[src/rtl/snake_target_gen.sv]
// snake_target_gen: food-target generator for the snake game.
// A free-running Galois LFSR supplies candidate (H,V) grid coordinates.
// Out-of-range draws are discarded and redrawn instead of being folded, so
// every in-range cell is equally likely.
// Optional feature macro: TARGET_OCC_CHECK_EN. When defined, each in-range
// candidate goes through an occupancy query (QUERY/CHECK states) before it is
// committed. When undefined, the first in-range candidate is committed directly.
module snake_target_gen #(
  parameter int                H_BITS    = 8,
  parameter int                V_BITS    = 7,
  parameter int                H_MAX     = 160,
  parameter int                V_MAX     = 120,
  parameter int                LFSR_W    = 16,
  parameter logic [LFSR_W-1:0] LFSR_TAPS = 16'hB400,
  parameter logic [LFSR_W-1:0] SEED      = 16'hACE1,
  parameter int                MAX_TRIES = 8
) (
  input  logic              CLK,
  input  logic              RESET,
  input  logic              REQ,
  input  logic              OCC_HIT,
  output logic [H_BITS-1:0] CAND_H,
  output logic [V_BITS-1:0] CAND_V,
  output logic              CAND_VALID,
  output logic [H_BITS-1:0] TARGET_H,
  output logic [V_BITS-1:0] TARGET_V,
  output logic              TARGET_VALID,
  output logic              FORCED,
  output logic              BUSY
);

  // One extra bit on the limits so H_MAX == 2^H_BITS still compares correctly.
  localparam logic [H_BITS:0] H_LIMIT = (H_BITS+1)'(H_MAX);
  localparam logic [V_BITS:0] V_LIMIT = (V_BITS+1)'(V_MAX);

`ifdef TARGET_OCC_CHECK_EN
  localparam int              TRY_W    = $clog2(MAX_TRIES + 1);
  localparam logic [TRY_W-1:0] TRY_LAST = TRY_W'(MAX_TRIES - 1);
  localparam logic [TRY_W-1:0] TRY_SAT  = TRY_W'(MAX_TRIES);

  typedef enum logic [1:0] {
    ST_IDLE,
    ST_DRAW,
    ST_QUERY,
    ST_CHECK
  } state_t;

  logic [TRY_W-1:0] tries_reg;
  logic             last_try;
`else
  typedef enum logic {
    ST_IDLE,
    ST_DRAW
  } state_t;

  // Occupancy answer has no meaning without the query path.
  logic unused_occ_hit;
  assign unused_occ_hit = OCC_HIT;
`endif

  state_t            state_reg;
  logic [LFSR_W-1:0] lfsr_reg;
  logic [LFSR_W-1:0] lfsr_next;
  logic [H_BITS-1:0] raw_h;
  logic [V_BITS-1:0] raw_v;
  logic              in_range;

  // Next LFSR value and the raw candidate carved out of the current value.
  always_comb begin
    lfsr_next = {1'b0, lfsr_reg[LFSR_W-1:1]} ^ (lfsr_reg[0] ? LFSR_TAPS : '0);
    raw_h     = lfsr_reg[H_BITS-1:0];
    raw_v     = lfsr_reg[H_BITS+V_BITS-1:H_BITS];
    in_range  = ({1'b0, raw_h} < H_LIMIT) && ({1'b0, raw_v} < V_LIMIT);
  end

`ifdef TARGET_OCC_CHECK_EN
  // The current rejection would be the MAX_TRIES-th one.
  always_comb begin
    last_try = (tries_reg >= TRY_LAST);
  end

  // Request FSM with query handshake; all outputs are registered here.
  always_ff @(posedge CLK) begin
    if (RESET) begin
      lfsr_reg     <= SEED;
      state_reg    <= ST_IDLE;
      tries_reg    <= '0;
      CAND_H       <= '0;
      CAND_V       <= '0;
      CAND_VALID   <= 1'b0;
      TARGET_H     <= '0;
      TARGET_V     <= '0;
      TARGET_VALID <= 1'b0;
      FORCED       <= 1'b0;
      BUSY         <= 1'b0;
    end else begin
      lfsr_reg     <= lfsr_next;
      CAND_VALID   <= 1'b0;
      TARGET_VALID <= 1'b0;
      FORCED       <= 1'b0;
      case (state_reg)
        ST_IDLE: begin
          if (REQ) begin
            state_reg <= ST_DRAW;
            tries_reg <= '0;
            BUSY      <= 1'b1;
          end
        end
        ST_DRAW: begin
          // Out-of-range values simply wait for the next LFSR step.
          if (in_range) begin
            CAND_H     <= raw_h;
            CAND_V     <= raw_v;
            CAND_VALID <= 1'b1;
            state_reg  <= ST_QUERY;
          end
        end
        ST_QUERY: begin
          state_reg <= ST_CHECK;
        end
        ST_CHECK: begin
          if (!OCC_HIT || last_try) begin
            TARGET_H     <= CAND_H;
            TARGET_V     <= CAND_V;
            TARGET_VALID <= 1'b1;
            FORCED       <= OCC_HIT;
            state_reg    <= ST_IDLE;
            BUSY         <= 1'b0;
          end else begin
            tries_reg <= (tries_reg == TRY_SAT) ? tries_reg : tries_reg + 1'b1;
            state_reg <= ST_DRAW;
          end
        end
        default: begin
          state_reg <= ST_IDLE;
          BUSY      <= 1'b0;
        end
      endcase
    end
  end
`else
  assign CAND_VALID = 1'b0;
  assign FORCED     = 1'b0;

  // Request FSM without occupancy check: first in-range draw is committed.
  always_ff @(posedge CLK) begin
    if (RESET) begin
      lfsr_reg     <= SEED;
      state_reg    <= ST_IDLE;
      CAND_H       <= '0;
      CAND_V       <= '0;
      TARGET_H     <= '0;
      TARGET_V     <= '0;
      TARGET_VALID <= 1'b0;
      BUSY         <= 1'b0;
    end else begin
      lfsr_reg     <= lfsr_next;
      TARGET_VALID <= 1'b0;
      case (state_reg)
        ST_IDLE: begin
          if (REQ) begin
            state_reg <= ST_DRAW;
            BUSY      <= 1'b1;
          end
        end
        ST_DRAW: begin
          if (in_range) begin
            CAND_H       <= raw_h;
            CAND_V       <= raw_v;
            TARGET_H     <= raw_h;
            TARGET_V     <= raw_v;
            TARGET_VALID <= 1'b1;
            state_reg    <= ST_IDLE;
            BUSY         <= 1'b0;
          end
        end
        default: begin
          state_reg <= ST_IDLE;
          BUSY      <= 1'b0;
        end
      endcase
    end
  end
`endif

endmodule

[config.mk]
export PLATFORM = sky130hd
export DESIGN_NAME = snake_target_gen
export DESIGN_NICKNAME = d
export VERILOG_FILES = /design/src/rtl/snake_target_gen.sv
export SDC_FILE = /design/constraint.sdc
export NUM_CORES = 1
export LEC_CHECK = 0
export ABC_AREA = 1
export CORE_MARGIN = 1.5
export CORE_UTILIZATION = 46
export CTS_CLUSTER_DIAMETER = 80
export DETAILED_ROUTE_END_ITERATION = 8
export GPL_ROUTABILITY_DRIVEN = 1
export PLACE_DENSITY = 0.77
export RECOVER_POWER = 100
export SLEW_MARGIN = 10
export SYNTH_ARGS = -nofsm -noshare
export SYNTH_HDL_FRONTEND = slang
export SYNTH_SLANG_ARGS = --single-unit
export TNS_END_PERCENT = 5
[constraint.sdc]
create_clock -name CLK -period 1.3 [get_ports CLK]
set_input_delay 0.13 -clock CLK [delete_from_list [all_inputs] [get_ports CLK]]
set_output_delay 0.13 -clock CLK [all_outputs]
set_load 0.1 [all_outputs]
== After elaboration in Yosys (flattened, before gate mapping) ==
Index checks and enable logic that the tools add are counted.
Widths: inputs -> output; s select.

* Order comparisons: 2
* Equality and inequality tests: 2
* Multiplexer cells: 8
* Bitwise operators: 2
* Reduce and logical (&&, ||, !) cells: 4

{| class="wikitable"
|+ Operators with widths
! cell !! count
|-
| $mux 16 || 1
|-
| $xor 15x16->16 || 1
|-
| $lt 8x8->1 const B || 1
|-
| $lt 7x7->1 const B || 1
|-
| $mux 1 || 5
|-
| $pmux 1 s2 || 2
|-
| $reduce_and 2->1 || 2
|-
| $ne 2x1->1 const B || 1
|-
| $ne 2x2->1 const B || 1
|-
| $reduce_or 2->1 || 1
|-
| $logic_and 1x1->1 || 1
|-
| $not 1->1 || 1
|}

* Register bits: 34
* Bits of input ports: 4
* Word-level logic and storage cells: 24

== Depth between registers and ports, before layout ==
* Word-level depth: 4
* Depth in mapped cells: 7

== Worst setup path after synthesis ==
OpenSTA, ideal clock, no wires.

* Path kind: reg-to-output
* From: reg TARGET_H[1]
* To: out TARGET_H[1]
* Arrival: 1.389 ns
* Required time: 1.170 ns
* Setup slack: -0.219 ns
* Stages on the path, launching flop included: 2
* Path through: dfxtp_1 -> buf_4

{| class="wikitable"
|+ RTL lines
! element !! RTL line !! RTL
|-
| start: declaration || 25 || <nowiki>output logic [H_BITS-1:0] TARGET_H,</nowiki>
|-
| start signal: assignment || 170 || <nowiki>TARGET_H <= raw_h;</nowiki>
|}

No word-level cell between the ends.

== Worst setup path after layout ==
* From: reg lfsr_reg[6]
* To: reg TARGET_V[4]

* Longest elaborated chain between the ends: 3

{| class="wikitable"
|+ RTL lines
! element !! RTL line !! RTL
|-
| start: declaration || 62 || <nowiki>logic [LFSR_W-1:0] lfsr_reg;</nowiki>
|-
| start signal: assignment || 157 || <nowiki>lfsr_reg <= lfsr_next;</nowiki>
|-
| $lt 8x8->1 || 73 || <nowiki>in_range = ({1'b0, raw_h} < H_LIMIT) && ({1'b0, raw_v} < V_LIMIT);</nowiki>
|-
| $logic_and 1x1->1 || 73 ||
|-
| $reduce_and 2->1 (no source line) || -- ||
|-
| end signal: assignment || 171 || <nowiki>TARGET_V <= raw_v;</nowiki>
|-
| end: declaration || 26 || <nowiki>output logic [V_BITS-1:0] TARGET_V,</nowiki>
|}

No other way between the ends.
A chain may end at the register's enable or synchronous reset.

==> results.md <==
* Startpoint types: flip-flop
* Multi-input logic area at 433 sq um
* Top Ports at 38
* Antenna diodes at 0
* Mapped Area at 1360 sq um
* Commonest cells after routing, fill and taps aside: 34 x dfxtp_1, 27 x nand2_1, 22 x clkbuf_4
* GRT overflow at 0
* Critical path cell sequence: o21ai_4, nand3_4, nand3_1, nand2_1
* Post-synth EDFFs at 0
* Initial Util at 0.488
* Setup CP Type: flip-flop to flip-flop
* Initial DRC count at 7
* Post-cts repair resize count at 0
* Vias per inst at 4.85
* Max reg flops at 16
* Flops & latches, synth at 34
* Core Area at 2780 sq um
* CTS Buf Count at 5
* Largest net degree at the start of global routing at 20
* Clk sinks at 34
* Clock slew at reported path FFs at 0.10 ns
* CP max-delay cell: dfxtp_1
* Number of global-route vias before repair at 1004
* GPL Wtd Cong at 0.852
* Synthesized instance count at 163
* Die Area at 3290 sq um
* Fin crit share at 0.968
* Clk_lat worst skew at 0.34 ns
* Crit path max fanout at 17
* Register area at 681 sq um
* Chip Width at 57.3 um
* Period minus WS final at 1.26 ns
* Unrepaired setup endpoints after global routing: true
* Bufs on Longest Clock Path at 2
* Max cap viols at 0
* Slew Limit Fails at 0
* Share of layout cells above drive strength 1 at 0.299
* Worst Setup End Kind: flip-flop
* Total power draw at 2.43 mW
* Placed cell area at 1930 sq um
* Post-synthesis async set-or-reset flop share at 0
* Post-DP HPWL at 2070 um
* Vias at 1057
* Finished Cell Area at 1590 sq um
* CP arrival at 1.49 ns
* First-pass GRT wire length at 4500 um
* Number of I/O port buffers at 34
* Outcome: finished, final reports clean
* Initial antenna violation count at 0
* XOR/XNOR Fraction of Synth Area at 0.0194
* Final-report hold violation count at 0
* Req. time, crit path at 1.53 ns
* # H-tree levels at 2
* Hold WS at 0.402 ns
* Largest family of logic cells by synthesized area: simple AND/OR/NAND/NOR gates
* Synthesized area per cell at 8.33 sq um
* Post-synthesis simple-gate area fraction at 0.278
* Synth Area in Compound Gates at 0.0157
* First-pass DRT Iterations at 6
* Worst min path class: primary input to flip-flop
* CP peak stage delay at 0.36 ns
* Synth cell types at 20
* Post-Route WL at 2830 um
* Final nets at 190
* Drt wl/cell at 13.0 um
* Clock root cell: clkbuf_4
* CTS tree: yes
* Leak at 0.802 nW
* Die Span Y at 57.3 um
* Ys flop type: dfxtp_1
* # fillers at 264
* Seq/Total Area, Yosys at 0.501
* Routed Antenna Nets at 0
* Commonest non-fill, non-tap cell in the layout: dfxtp_1
* Cell Pwr Density at 1520 nW/um^2
* GR Util All Layers at 0.185
* Multiplexer share of the synthesized area at 0
* Drt drc at 0
* Setup violators final at 0
* Fmax at 794 MHz
* Worst Skew at 0.0165 ns
* Adder-Cell Fraction of Synth Area at 0
* Num rows at 19
* Peak supply drop at 1.09 mV
* Ys Warns at 0
* Layout area overhead at 17.4%
[stage by stage]
step	instances	TNS (ns)	setup WS [ns]	util
2_1_floorplan	164	-2.87	-0.219	-
3_3_place_gp	210	0	0.0390	0.693
3_5_place_dp	210	-0.0391	-0.0250	0.693
4_1_cts	218	0	0.0479	0.714
5_1_grt	218	-0.169	-0.0364	0.573
6_report	218	0	0.0410	0.573
[worst paths after layout]
check                                              from                  endpoint  slack, ns  cells after the start
worst max-delay path             lfsr_reg[6]$_SDFF_PP1_  TARGET_V[4]$_SDFFE_PP0P_       0.04                      4
worst min-delay path                                REQ      state_reg$_SDFF_PP0_       0.40                      3
worst max register to register   lfsr_reg[6]$_SDFF_PP1_  TARGET_V[4]$_SDFFE_PP0P_       0.04                      4
worst min register to register  lfsr_reg[15]$_SDFF_PP1_   lfsr_reg[14]$_SDFF_PP0_       0.41                      2
[cell type report]
type	instances	share of cell area
repair buffers	38	0.188
flip-flops and latches	34	0.427
clock inverters	1	0.00314
multi-input cells	85	0.272
clock buffers	7	0.0345
well taps	31	0.0243
inverters	22	0.0518
[power breakdown]
group	switching, mW	internal [mW]	total [mW]
clock network	0.348	0.262	0.610
registers	0.0510	1.11	1.16
logic	0.532	0.128	0.660
[repair_timing]
action                     CTS  global route
setup endpoints to repair    0             9
buffers inserted             0             0
hold buffers                 0             0
[cell families (layout without fill, tap and decap cells)]
| family | after synthesis | count (layout) |
|---|---|---|
| simple gates | 78 | 78 |
| buf+inv | 45 | 68 |
| flops | 34 | 34 |
| xor+xnor | 3 | 3 |
| compound gates | 2 | 2 |
| other cells | 1 | 2 |
[Yosys cell counts, drive strengths merged (3+ instances only)]
| master | n | area, sq um |
|---|---|---|
| buf | 22 | 161 |
| dfxtp | 34 | 681 |
| inv | 21 | 78.8 |
| nand2 | 27 | 101 |
| nand3 | 16 | 103 |
| nand4 | 10 | 62.6 |
| nor2 | 20 | 80.1 |
| or2 | 5 | 31.3 |
| xnor2 | 3 | 26.3 |
[worst max-delay path, delay by kind of cell (launching register included)]
kind / cells / cell delay [ns]
and+or+nand+nor: 3 / 0.51
AOI/OAI and AO/OA: 1 / 0.28
DFF: 1 / 0.36
[per-layer routing]
metal  vias up  share of wire  global-route usage  wire length (um)
li1        529              -                   -                 -
met4         0          0.034               0.110                95
met2        39           0.51               0.338              1450
met5         -              0                   0                 0
met3        11          0.067              0.0612               188
met1       478           0.39               0.179              1100
(Power assumes the default switching activity.)
